==> src/rtl/wb_pkg.sv <==
// Shared writeback-queue definitions: default widths, depth and the queue entry layout.
package wb_pkg;

    localparam int XLEN       = 32;
    localparam int REG_ADDR_W = 5;
    localparam int DEPTH_DEF  = 4;

    typedef struct packed {
        logic                  valid;
        logic [REG_ADDR_W-1:0] rd;
        logic [XLEN-1:0]       data;
    } entry_t;

endpackage

==> src/rtl/wb_fwd_match.sv <==
// Youngest-match search over the pending writeback entries for one decode read port.
module wb_fwd_match #(
    parameter int DEPTH = wb_pkg::DEPTH_DEF,
    parameter int XLEN  = wb_pkg::XLEN
) (
    input  logic [DEPTH-1:0]                ent_vld,
    input  logic [wb_pkg::REG_ADDR_W-1:0]   ent_rd   [DEPTH],
    input  logic [XLEN-1:0]                 ent_data [DEPTH],
    input  logic [$clog2(DEPTH)-1:0]        rptr,
    input  logic [wb_pkg::REG_ADDR_W-1:0]   rs,
    output logic                            match_hit,
    output logic [XLEN-1:0]                 match_data
);
    import wb_pkg::*;

    localparam int PW = $clog2(DEPTH);

    logic [PW-1:0] idx;

    // Walk oldest to youngest from the head so the last match seen is the youngest.
    always_comb begin
        match_hit  = 1'b0;
        match_data = '0;
        idx        = '0;
        for (int i = 0; i < DEPTH; i++) begin
            idx = rptr + PW'(i);
            if (ent_vld[idx] && (ent_rd[idx] == rs) && (rs != '0)) begin
                match_hit  = 1'b1;
                match_data = ent_data[idx];
            end
        end
    end

endmodule

==> src/rtl/wb_queue.sv <==
// In-order writeback queue merging LSU and ALU results into one register-file write port,
// with a bypass of pending values to decode.
module wb_queue #(
    parameter int DEPTH = wb_pkg::DEPTH_DEF,
    parameter int XLEN  = wb_pkg::XLEN
) (
    input  logic                            clk,
    input  logic                            rst,
    input  logic                            lsu_valid,
    output logic                            lsu_ready,
    input  logic [wb_pkg::REG_ADDR_W-1:0]   lsu_rd,
    input  logic [XLEN-1:0]                 lsu_data,
    input  logic                            alu_valid,
    output logic                            alu_ready,
    input  logic [wb_pkg::REG_ADDR_W-1:0]   alu_rd,
    input  logic [XLEN-1:0]                 alu_data,
    output logic                            rf_we,
    output logic [wb_pkg::REG_ADDR_W-1:0]   rf_rd,
    output logic [XLEN-1:0]                 rf_wdata,
    input  logic [wb_pkg::REG_ADDR_W-1:0]   rs1,
    input  logic [wb_pkg::REG_ADDR_W-1:0]   rs2,
    output logic                            fwd_hit1,
    output logic [XLEN-1:0]                 fwd_data1,
    output logic                            fwd_hit2,
    output logic [XLEN-1:0]                 fwd_data2,
    output logic [$clog2(DEPTH):0]          count,
    output logic                            full,
    output logic                            empty
);
    import wb_pkg::*;

    localparam int            PW      = $clog2(DEPTH);
    localparam int            CW      = PW + 1;
    localparam logic [CW-1:0] DEPTH_C = CW'(DEPTH);

    logic [PW-1:0]         rptr_q;
    logic [PW-1:0]         wptr_q;
    logic [CW-1:0]         count_q;
    logic [DEPTH-1:0]      vld_q;
    logic [DEPTH-1:0]      vld_d;
    logic [REG_ADDR_W-1:0] rd_mem   [DEPTH];
    logic [XLEN-1:0]       data_mem [DEPTH];

    logic [CW-1:0] free_w;
    logic          store_l;
    logic          store_a;
    logic          pop;
    logic [1:0]    nstore;
    logic [PW-1:0] slot_a;

    // Free space comes from registered count only, so a same-cycle pop never frees a slot.
    assign free_w    = DEPTH_C - count_q;
    assign lsu_ready = (free_w >= CW'(1));
    assign alu_ready = lsu_valid ? (free_w >= CW'(2)) : (free_w >= CW'(1));

    // x0 writes complete the handshake but are dropped.
    assign store_l = lsu_valid && lsu_ready && (lsu_rd != '0);
    assign store_a = alu_valid && alu_ready && (alu_rd != '0);
    assign nstore  = {1'b0, store_l} + {1'b0, store_a};
    assign slot_a  = store_l ? (wptr_q + PW'(1)) : wptr_q;
    assign pop     = (count_q != '0);

    assign count    = count_q;
    assign empty    = (count_q == '0);
    assign full     = (count_q == DEPTH_C);
    assign rf_we    = !empty;
    assign rf_rd    = rd_mem[rptr_q];
    assign rf_wdata = data_mem[rptr_q];

    always_comb begin
        vld_d = vld_q;
        if (pop)     vld_d[rptr_q] = 1'b0;
        if (store_l) vld_d[wptr_q] = 1'b1;
        if (store_a) vld_d[slot_a] = 1'b1;
    end

    always_ff @(posedge clk or posedge rst) begin
        if (rst) begin
            rptr_q  <= '0;
            wptr_q  <= '0;
            count_q <= '0;
            vld_q   <= '0;
        end else begin
            vld_q   <= vld_d;
            wptr_q  <= wptr_q + PW'(nstore);
            count_q <= count_q + CW'(nstore) - CW'(pop);
            if (pop) rptr_q <= rptr_q + PW'(1);
        end
    end

    // Entry payload carries no reset; the valid bits above qualify it.
    always_ff @(posedge clk) begin
        if (store_l) begin
            rd_mem[wptr_q]   <= lsu_rd;
            data_mem[wptr_q] <= lsu_data;
        end
        if (store_a) begin
            rd_mem[slot_a]   <= alu_rd;
            data_mem[slot_a] <= alu_data;
        end
    end

    wb_fwd_match #(.DEPTH(DEPTH), .XLEN(XLEN)) u_fwd1 (
        .ent_vld    (vld_q),
        .ent_rd     (rd_mem),
        .ent_data   (data_mem),
        .rptr       (rptr_q),
        .rs         (rs1),
        .match_hit  (fwd_hit1),
        .match_data (fwd_data1)
    );

    wb_fwd_match #(.DEPTH(DEPTH), .XLEN(XLEN)) u_fwd2 (
        .ent_vld    (vld_q),
        .ent_rd     (rd_mem),
        .ent_data   (data_mem),
        .rptr       (rptr_q),
        .rs         (rs2),
        .match_hit  (fwd_hit2),
        .match_data (fwd_data2)
    );

endmodule

==> config.mk <==
export PLATFORM = sky130hd
export DESIGN_NAME = wb_queue
export DESIGN_NICKNAME = d
export VERILOG_FILES = /design/src/rtl/wb_pkg.sv /design/src/rtl/wb_fwd_match.sv /design/src/rtl/wb_queue.sv
export SDC_FILE = /design/constraint.sdc
export NUM_CORES = 1
export LEC_CHECK = 0
export BUFFER_PORTS_ARGS = -buffer_cell sky130_fd_sc_hd__buf_2
export CELL_PAD_IN_SITES_DETAIL_PLACEMENT = 1
export CELL_PAD_IN_SITES_GLOBAL_PLACEMENT = 1
export CORE_MARGIN = 8
export CORE_UTILIZATION = 45
export CTS_BUF_LIST = sky130_fd_sc_hd__clkbuf_8
export CTS_CLUSTER_SIZE = 25
export DETAILED_ROUTE_END_ITERATION = 8
export GPL_TIMING_DRIVEN = 0
export PLACE_DENSITY = 0.89
export REMOVE_ABC_BUFFERS = 1
export SLEW_MARGIN = 25
export SYNTH_ARGS = -nofsm -noshare
export SYNTH_HDL_FRONTEND = slang
export SYNTH_SLANG_ARGS = --single-unit
==> constraint.sdc <==
create_clock -name clk -period 6.7 [get_ports clk]
set_clock_uncertainty 0.1 [all_clocks]
set_input_delay 2.01 -clock clk [delete_from_list [all_inputs] [get_ports clk]]
set_output_delay 2.01 -clock clk [all_outputs]
set_load 0.01 [all_outputs]
==> results of run 1 <==
-- logic make-up after synthesis --
kind of cell,synth area share [%]
xor gates and xnor gates,2.93
muxes,42.6
adders and majority gates,1.87
buffers and inverters,5.24
and+or+nand+nor,11.1
AOI/OAI and AO/OA,11.6
DFF,24.7
-- metrics by stage --
| step | utilization, % | total power [W] | cell area [sq um] | setup slack, ns |
|---|---|---|---|---|
| after detailed placement | 51.9 | 0.00938 | 14900 | -0.863 |
| after CTS | 54.2 | 0.0105 | 15500 | 0.0244 |
| after global routing | 54.6 | 0.0114 | 15700 | 0.00952 |
| after floorplan | - | 0.00727 | 12500 | -8.05 |
| after global placement | 48.6 | 0.00903 | 14000 | -14.20 |
| final | 54.7 | 0.0107 | 15700 | 0.148 |
-- where the power goes --
group | internal, W | switching [W] | leakage, nW | total (W)
Combinational | 0.00381 | 0.00398 | 5.35 | 0.00779
Clock | 0.000387 | 0.000416 | 0.213 | 0.000803
Sequential | 0.00150 | 0.000658 | 1.37 | 0.00215
Total | 0.00569 | 0.00505 | 6.94 | 0.0107
-- layer usage --
metal | up-vias | global-route usage [%]
met5 | - | 0
met1 | 6213 | 32.0
li1 | 5266 | -
met2 | 699 | 47.8
met4 | 2 | 15.1
met3 | 185 | 5.09
-- registers in the layout (all words and copies together) (netlist names) --
signal,cells
vld_q,4
count,3
data_mem,128
rd_mem,20
wptr_q,2
rptr_q,2
-- area by class of cell --
class,instances,area [sq um],area share (%)
inverter,19,71.3,0.455
sequential,159,3250,20.7
multi-input combinational,997,9330,59.5
tap,384,480,3.06
antenna,4,10.0,0.0638
clock buffer,18,248,1.58
timing repair buffer,259,2120,13.5
clock inverter,14,179,1.14
-- timing repair --
action                                  in CTS  in global routing
gates cloned                                 1                  3
buffers inserted                            15                  4
endpoints found under the setup margin      66                 34
pin swaps                                    5                  4
endpoints found under the hold margin        0                  0
gates resized for setup                      3                  2
-- cell usage after synthesis, types with 3 or more instances --
library cell,number
a221oi_1,7
o21ai_0,11
o221ai_1,5
and3_1,4
dfxtp_1,148
a21oi_1,148
nor2b_1,5
ha_1,18
o31ai_1,5
mux4_1,13
o211ai_1,33
buf_12,3
clkbuf_1,61
nand4_1,5
mux2_2,3
nand2_1,78
buf_2,42
or3_1,3
xnor2_1,34
buf_1,17
mux4_2,139
mux2i_1,207
nor2_1,156
nand3_1,61
o211ai_2,20
buf_6,4
nor3b_1,4
nor3_1,6
inv_1,19
dfrtp_1,11
xor2_1,8
-- worst max-delay path, stage by stage, from the launching register on --
cell and delay (ns):
dfrtp_4 0.50, buf_16 0.21, inv_1 0.12, ha_4 0.35, buf_12 0.13, mux4_1 0.62
xnor2_1 0.19, nor4_4 0.52, and2_4 0.53, a221oi_1 0.17, o31ai_1 0.42, buf_2 0.21
-- how the worst max path moves through the flow --
stage | startpoint | end | slack (ns) | cells past startpoint
after global routing | rptr_q[1]$_DFFE_PP0N_ | fwd_data2[8] | 0.01 | 15
after CTS | rptr_q[1]$_DFFE_PP0N_ | fwd_data2[7] | 0.02 | 15
after detailed placement | rptr_q[1]$_DFFE_PP0N_ | fwd_data2[7] | -0.86 | 14
after floorplan | rptr_q[0]$_DFFE_PP0N_ | fwd_data2[25] | -8.05 | 8
final | rptr_q[1]$_DFFE_PP0N_ | fwd_data1[28] | 0.15 | 11
after global placement | rptr_q[0]$_DFFE_PP0N_ | fwd_data2[8] | -14.20 | 9
==> qor.yml, run 1 <==
timing:
  fmax_mhz: 153
  maxSlewViolCount: 0
  timing.final.crit_period_ns: 6.55
  grt_setup_unrepaired: "no"
  tightest_slew_ns: 0.883
  hold_viol: 0
  fin_tns_setup_ns: 0
  setup_violations: 0
  hold_slack_ns: 0.496
  slew_headroom_pct: 41.1
  period_share_pct: 97.8
cts:
  path_clk_slew_ns: 0.09
  insertion_delay_ns: 0.45
  cts_buffer_depth: 2
  htree_num_levels: 4
  numCtsBuffers: 17
  root_buffer: "clkbuf_8"
  cts_tree: "done"
  cts.sinks: 159
  hold_buffers: 0
synth:
  postSynthCellCount: 1302
  syn_avg_cell_area_sq_um: 10.1
  synth_top_area_share_pct: 23.9
  synth_edf_count: 0
  synth-seq-cells: 159
  yosysSeqAreaShare_pct: 24.7
  synthArstFlopShare_pct: 6.92
  netlist_area_sq_um: 13100
  ys.flop_type: "dfxtp_1"
  synth_area_leaders: "mux4_2 (24%), dfxtp_1 (23%), mux2i_1 (16%)"
  synthDistinctLibCells: 50
  synth_warnings: 0
  synth.largest_area_cell: "mux4_2"
floorplan:
  die_area_sq_um: 34800
  die_w_microns: 187
  rows: 62
  die_height_microns: 187
  start_util_pct: 45.7
  ios: 199
  coreArea_sq_um: 28700
min_path:
  worstHoldStart: "data_mem[115]$_DFF_P_"
  whs_path_depth: 2
  hp-class: "reg2reg"
  whs_endpoint: "data_mem[115]$_DFF_P_"
route:
  drt-met1-wl_microns: 18900
  first_pass_iters: 5
  wl_met2_microns: 24900
  via_per_inst: 6.67
  wire_per_inst_microns: 27.0
  ant_nets: 0
  vias: 12365
  met3WireLength_microns: 3850
  wl_microns: 50100
  drcViolationCount: 0
  drt_first_iter_violations: 936
  dr.max_layer_used: "met5"
run_status:
  outcome: "finished clean"
global_route:
  grt_pass1_vias: 13281
  grt_pass1_wl_microns: 76500
  antenna_found_initial: 4
  overflow: 0
  grt_usage_pct: 27.6
  grt_max_degree: 50
finish:
  synthToLayoutAreaGrowth_pct: 19.7
  layout_commonest_cell: "mux2i_1"
  fin_nets: 1560
  drive_gt1_share_pct: 32.7
  final_cell_mix: "mux2i_1 (207), buf_2 (204), nor2_1 (153)"
  finalNonFillerCells: 1854
  fill_cells: 3190
worst_setup_path:
  cp.arrival_ns: 4.44
  worstSetupEndpointType: "primary output"
  ff2ff_path_depth: 13
  path_class: "reg2out"
  critPathMaxFanout: 25
  r2r_slack_ns: 2.93
  r2r_end: "count[2]$_DFF_PP0_"
  worstReg2RegStart: "count[0]$_DFF_PP0_"
  required_ns: 4.59
  cp-start-kind: "flip-flop"
place:
  placed_cells: 1795
  port_buffers: 198
  gp_congestion: 0.897
  dp_hpwl_microns: 33600
flow_run:
  drv_cap: 0
power:
  power.density_nw_per_um2: 685
  ir_drop_mv: 0.271
  p_leak_nw: 6.94
(Power assumes the default switching activity.)
==> run 2, diff against run 1 <==
==> constraint.sdc (replaced) <==
create_clock -name clk -period 6.7 [get_ports clk]
set_clock_uncertainty 0.1 [all_clocks]
set_input_delay 0.67 -clock clk [delete_from_list [all_inputs] [get_ports clk]]
set_output_delay 0.67 -clock clk [all_outputs]
set_load 0.01 [all_outputs]
==> run 2 against run 1 <==
Routed wire length decreased by 5.5%. Flip-flop and latch count unchanged. Design area decreased by 1.9%. Combinational power decreased by 6.4%. Register-to-register slack about the same.
==> qor.yml, run 2 (synthesis results as in run 1) <==
power:
  p_int_w: 0.00548  # -3.7%
  swShare_pct: 46.8  # -0.19 points
  pwr-share-clk_pct: 7.8  # +0.3 points
  ir_drop_mv: 0.456  # +69%
  power.density_nw_per_um2: 670  # -2.3%
  power_frac_seq_pct: 21.5  # +1.5 points
  p_comb_share_pct: 70.7  # -1.8 points
  p_leak_nw: 6.79  # -2.1%
  finalPower_w: 0.0103  # -4.1%
  p_sw_w: 0.00483  # -4.5%
global_route:
  globalRoute.busiestLayer: "met2"
  antenna_found_initial: 3  # -1
  use_met2_pct: 46.4  # -1.3 points
  met1_usage_pct: 30.9  # -1.1 points
  grt_usage_pct: 26.5  # -1.1 points
  grt_max_degree: 50  # unchanged
  overflow: 0  # unchanged
  grt_pass1_vias: 13037  # -1.8%
  grt_pass1_wl_microns: 73900  # -3.3%
  use_met3_pct: 4.68  # -0.41 points
timing:
  maxSlewViolCount: 0  # unchanged
  setup_ws_ns: 0.249  # +0.101 ns
  fin_tns_setup_ns: 0  # unchanged
  grt_setup_unrepaired: "no"
  setup_violations: 0  # unchanged
  timing.final.crit_period_ns: 6.45  # -0.101 ns
  tightest_slew_ns: 0.974  # +0.0904 ns
  fmax_mhz: 155  # +1.6%
  hold_viol: 0  # unchanged
  slew_headroom_pct: 34.7  # -6.4 points
  period_share_pct: 96.3  # -1.5 points
finish:
  reg.largest.list: "data_mem x128, rd_mem x20, vld_q x4"
  fill_cells: 3210  # +0.63%
  final_cell_mix: "mux2i_1 (207), buf_2 (204), nor2_1 (153)"
  largest_register: "data_mem"
  largest_register_ffs: 128  # unchanged
  finalNonFillerCells: 1834  # -1.1%
  synthToLayoutAreaGrowth_pct: 17.5
  layout_commonest_cell: "mux2i_1"
  drive_gt1_share_pct: 31.7  # -0.95 points
  design_area_sq_um: 15400  # -1.9%
  fin_nets: 1541  # -1.2%
worst_setup_path:
  worstSetupEndpointType: "primary output"
  worstReg2RegStart: "count[0]$_DFF_PP0_"
  cp-start-kind: "flip-flop"
  ff2ff_path_depth: 13  # unchanged
  critPathMaxFanout: 49  # +96%
  path_class: "reg2out"
  r2r_end: "count[2]$_DFF_PP0_"
  required_ns: 5.93  # +1.34 ns
  r2r_slack_ns: 2.94  # about the same
  cp.arrival_ns: 5.68  # +1.24 ns
route:
  vias: 12046  # -2.6%
  via_per_inst: 6.57  # -1.5%
  drt_first_iter_violations: 900  # -3.8%
  wire_per_inst_microns: 25.8  # -4.5%
  drcViolationCount: 0  # unchanged
  ant_nets: 0  # unchanged
  wl_microns: 47300  # -5.5%
  first_pass_iters: 5  # unchanged
cts:
  root_buffer: "clkbuf_8"
  insertion_delay_ns: 0.46  # about the same
  cts_buffer_depth: 2  # unchanged
  ctsResizeCount: 0  # -3
  htree_num_levels: 4  # unchanged
  hold_buffers: 0  # unchanged
  path_clk_slew_ns: 0.10  # about the same
  cts.sinks: 159  # unchanged
  numCtsBuffers: 17  # unchanged
  cts_tree: "done"
floorplan:
  start_util_pct: 45.7  # unchanged
  die_w_microns: 187  # unchanged
  rows: 62  # unchanged
  die_height_microns: 187  # unchanged
  ios: 199  # unchanged
  coreArea_sq_um: 28700  # unchanged
  die_area_sq_um: 34800  # unchanged
place:
  port_buffers: 198  # unchanged
  gp_congestion: 0.897  # unchanged
  dp_hpwl_microns: 33600  # unchanged
  place_area_sq_um: 14900  # unchanged
  place_ws_ns: 0.477  # +1.34 ns
  placed_cells: 1795  # unchanged
flow_run:
  drv_cap: 0  # unchanged
run_status:
  outcome: "finished clean"
min_path:
  hp-class: "in2async"
-- run 2: cell count changes in the layout (fill, tap and decap cells not counted), sizes merged --
cell and delta:
clkbuf -3, buf -15, and2 -1, diode -1
-- run 2: layout make-up --
cell class | count | area, sq um | area share, %
repair buffers | 241 | 1860 | 12.1
well taps | 384 | 480 | 3.12
flip-flops and latches | 159 | 3250 | 21.1
clock buffers | 18 | 248 | 1.61
inverters | 19 | 71.3 | 0.463
clock inverters | 14 | 179 | 1.16
multi-input cells | 996 | 9300 | 60.4
diodes | 3 | 7.51 | 0.0488
-- run 2: worst max path at each step --
stage	to	depth (start not counted)	slack (ns)	start
global placement	fwd_data2[8]	9	-12.86	rptr_q[0]$_DFFE_PP0N_
CTS	fwd_data2[7]	14	0.08	rptr_q[1]$_DFFE_PP0N_
floorplan	fwd_data2[25]	8	-6.71	rptr_q[0]$_DFFE_PP0N_
detailed placement	fwd_data2[7]	14	0.48	rptr_q[1]$_DFFE_PP0N_
finish	fwd_data2[7]	15	0.25	rptr_q[1]$_DFFE_PP0N_
global route	fwd_data2[7]	14	0.05	rptr_q[0]$_DFFE_PP0N_
-- run 2: metrics by stage --
stage,hold WS [ns],utilization (%)
global placement,0.456,48.6
finish,0.123,53.6
CTS,0.0997,53.5
floorplan,0.422,-
global route,0.110,53.6
detailed placement,0.481,51.9
-- run 2: what timing repair did --
item	in CTS	in global routing
setup endpoints to repair	5	7
pin swaps	1	1
buffers inserted	1	3
-- run 2: power groups by stage --
stage / sequential, W / combinational, W / clock (W)
6_report: 0.00222 / 0.00729 / 0.000802
3_5_place_dp: 0.00223 / 0.00715 / 0
4_1_cts: 0.00221 / 0.00723 / 0.000818
3_3_place_gp: 0.00233 / 0.00670 / 0
2_1_floorplan: 0.00215 / 0.00512 / 0
5_1_grt: 0.00229 / 0.00783 / 0.000859
-- run 2: layer usage --
layer,part of all wire (%),routed length [microns]
met3,7.0,3320
met1,38,18100
met4,4.3,2030
met5,0.013,6
met2,50,23900
-- run 2: worst max-delay path, stage by stage, from the launching register on --
cell and delay [ns]:
dfrtp_4 0.70, buf_16 0.30, inv_1 0.15, ha_4 0.64, buf_16 0.32, mux4_1 0.43
xnor2_1 0.17, nand4_1 0.24, or2_2 0.61, buf_16 0.26, o211ai_1 0.36, buf_2 0.34
buf_4 0.20, buf_4 0.18, o211ai_1 0.13, buf_2 0.16
==> run 3, diff against run 2 <==
ABC_AREA = 1   (was not set)
CORE_UTILIZATION = 40   (was 45)
PLACE_DENSITY = 0.91   (was 0.89)
==> run 3 against run 2 <==
Core utilization is 7.4 points lower. Largest cell class unchanged. Register-to-register slack worse by 0.10 ns. Final cell count is 69% higher. Worst hold slack better by 0.00090 ns. Critical path depth is 3 higher. Non-clock buffer count is 15 lower.
==> qor.yml, run 3 <==
run_status:
  outcome: "finished clean"
place:
  port_buffers: 198  # unchanged
  place_area_sq_um: 15400  # +3.1%
  gp_congestion: 0.901  # +0.47%
  dp_hpwl_microns: 43100  # +28%
  place_ws_ns: -0.445  # -0.922 ns
floorplan:
  coreArea_sq_um: 34500  # +20%
  rows: 68  # +9.7%
  die_height_microns: 203  # +8.7%
  start_util_pct: 40.6  # -5.1 points
  die_area_sq_um: 41200  # +18%
  ios: 199  # unchanged
  die_w_microns: 203  # +8.7%
synth:
  synthAdderAreaFrac_pct: 1.76  # -0.12 points
  synth_area_leaders: "nand2_1 (24%), dfxtp_1 (21%), o21ai_0 (19%)"
  synthArstFlopShare_pct: 6.92  # unchanged
  postSynthCellCount: 2564  # +97%
  synth_warnings: 0  # unchanged
  synthXorXnorAreaFrac_pct: 0.564  # -2.4 points
  yosysSeqAreaShare_pct: 23.2  # -1.5 points
  synth_edf_count: 0  # unchanged
  synth_common_cells: "nand2_1 (885), o21ai_0 (537), inv_1 (284), nor2_1 (162), nand3_1 (151)"
  netlist_area_sq_um: 14000  # +6.6%
  synth.area.mux_share_pct: 0  # -43 points
  synth-compound-area-share_pct: 22.6  # +11 points
  synth.largest_area_cell: "nand2_1"
  syn_avg_cell_area_sq_um: 5.45  # -46%
  synth_top_area_share_pct: 23.8  # -0.11 points
  synth_top_family_by_area: "simple AND/OR/NAND/NOR gates"
  yosysMostFrequentCell: "nand2_1"
  ys.flop_type: "dfxtp_1"
  synthDistinctLibCells: 32  # -36%
  synth-seq-cells: 159  # unchanged
  synthSimpleGateAreaFrac_pct: 37.9  # +27 points
timing:
  grt_setup_unrepaired: "no"
  fmax_mhz: 154  # -0.46%
  hold_viol: 0  # unchanged
  timing.final.crit_period_ns: 6.48  # +0.0295 ns
  slew_headroom_pct: 30.8  # -3.9 points
  fin_tns_setup_ns: 0  # unchanged
  tightest_slew_ns: 1.03  # +0.0613 ns
  period_share_pct: 96.7  # +0.44 points
  setup_ws_ns: 0.219  # -0.0295 ns
  maxSlewViolCount: 0  # unchanged
  setup_violations: 0  # unchanged
finish:
  reg.largest.list: "data_mem x128, rd_mem x20, vld_q x4"
  multi_input_area_sq_um: 8980  # -3.5%
  largest_register: "data_mem"
  seq_area_sq_um: 3240  # about the same
  drive_gt1_share_pct: 12.1  # -20 points
  layout_commonest_cell: "nand2_1"
  design_area_sq_um: 15900  # +3.4%
  fill_cells: 5051  # +57%
  final_cell_mix: "nand2_1 (885), o21ai_0 (537), inv_1 (284)"
  fin_nets: 2741  # +78%
  synthToLayoutAreaGrowth_pct: 13.9
  largest_register_ffs: 128  # unchanged
cts:
  htree_num_levels: 4  # unchanged
  hold_buffers: 0  # unchanged
  insertion_delay_ns: 0.48  # +0.02 ns
  path_clk_slew_ns: 0.09  # about the same
  cts_tree: "done"
  cts_buffer_depth: 2  # unchanged
  numCtsBuffers: 17  # unchanged
  root_buffer: "clkbuf_8"
  cts.sinks: 159  # unchanged
route:
  drt_first_iter_violations: 1457  # +62%
  first_pass_iters: 7  # +2
  wl_microns: 64600  # +36%
  vias: 18278  # +52%
  drcViolationCount: 0  # unchanged
  wire_per_inst_microns: 20.8  # -19%
  via_per_inst: 5.89  # -10%
  ant_nets: 0  # unchanged
worst_setup_path:
  cp-start-kind: "flip-flop"
  crit_chain: "buf_12 -> buf_16 -> buf_16 -> inv_2 -> ha_4 -> buf_16 -> inv_12 -> nand2_1 -> nand2_1 -> nand2_1 -> nand3_1 -> inv_4 -> nand3_4 -> nand3_1 -> nand3_1 -> nand2_1 -> nand2_1 -> buf_2"
  path_class: "reg2out"
  cpMostUsedCell: "nand2_1"
  path_buf_inv: 8  # unchanged
  max_stage_delay_ns: 0.66  # -0.04 ns
  critPathMaxFanout: 85  # +73%
  cp.arrival_ns: 5.71  # +0.03 ns
  worstSetupEndpointType: "primary output"
  cpMaxStageDelayCell: "dfrtp_4"
  required_ns: 5.93  # about the same
  path_delay_family: "buffers and inverters"
global_route:
  grt_pass1_vias: 19415  # +49%
  grt_max_degree: 103  # +110%
  overflow: 0  # unchanged
  grt_usage_pct: 30.8  # +4.3 points
  antenna_found_initial: 5  # +2
  grt_pass1_wl_microns: 102000  # +38%
min_path:
  hp-class: "in2async"
flow_run:
  drv_cap: 0  # unchanged
run 3: routing by layer:
layer / part of all wire (%) / GRT usage, % / wire length (microns) / vias up
met4: 6.9 / 23.0 / 4490 / 4
met5: 0.045 / 0 / 29 / -
met3: 8.2 / 6.82 / 5330 / 339
li1: - / - / - / 8323
met2: 47 / 51.0 / 30100 / 873
met1: 38 / 34.4 / 24700 / 8739
run 3: logic make-up after synthesis:
| kind of cell | after synthesis |
|---|---|
| adders and majority gates | 19 |
| DFF | 159 |
| xor gates and xnor gates | 9 |
| buffers and inverters | 468 |
| AOI/OAI and AO/OA | 629 |
| and+or+nand+nor | 1280 |
run 3: final timing paths:
check	slack [ns]	end	cells after the start	startpoint
setup / recovery	0.22	fwd_data2[18]	18	rptr_q[0]$_DFFE_PP0N_
hold / removal	0.12	wptr_q[1]$_DFF_PP0_	2	rst
setup reg to reg	2.84	rd_mem[13]$_DFF_P_	13	count[0]$_DFF_PP0_
hold reg to reg	0.46	vld_q[0]$_DFF_PP0_	2	vld_q[0]$_DFF_PP0_
max in group asynchronous	5.96	rptr_q[0]$_DFFE_PP0N_	2	rst
min in group clk	0.38	data_mem[18]$_DFF_P_	3	alu_data[18]
run 3: timing repair:
| item | CTS | global route |
|---|---|---|
| pin swaps | 4 | 1 |
| setup endpoints to repair | 66 | 48 |
| cloned | 3 | 0 |
| buffers inserted | 3 | 1 |
| gates resized for setup | 6 | 5 |
run 3: final cells by class:
type / instances / area share [%]
diodes: 4 / 0.0629
clock buffers: 18 / 1.56
clock inverters: 13 / 1.01
inverters: 290 / 6.98
multi-input cells: 1940 / 56.4
flip-flops and latches: 159 / 20.4
well taps: 455 / 3.58
repair buffers: 226 / 10.0
run 3: worst register-to-register path: cells and delay by family, from the launching register on:
kind            cells  cell delay (ns)
fa+ha+maj           2             0.50
buf+inv             4             0.72
compound gates      2             1.04
flops               1             0.43
simple gates        5             0.90
run 3: through the flow:
step	hold WS (ns)	utilization (%)	cells
after global routing	0.168	46.2	3104
after CTS	0.109	46.1	3100
after global placement	0.413	42.6	3039
after detailed placement	0.432	44.6	3063
final	0.124	46.2	3105
after floorplan	0.388	-	2386
Power of run 3 is not shown: default switching activity piles up to over one toggle a cycle in this logic, so the estimate is an artifact.
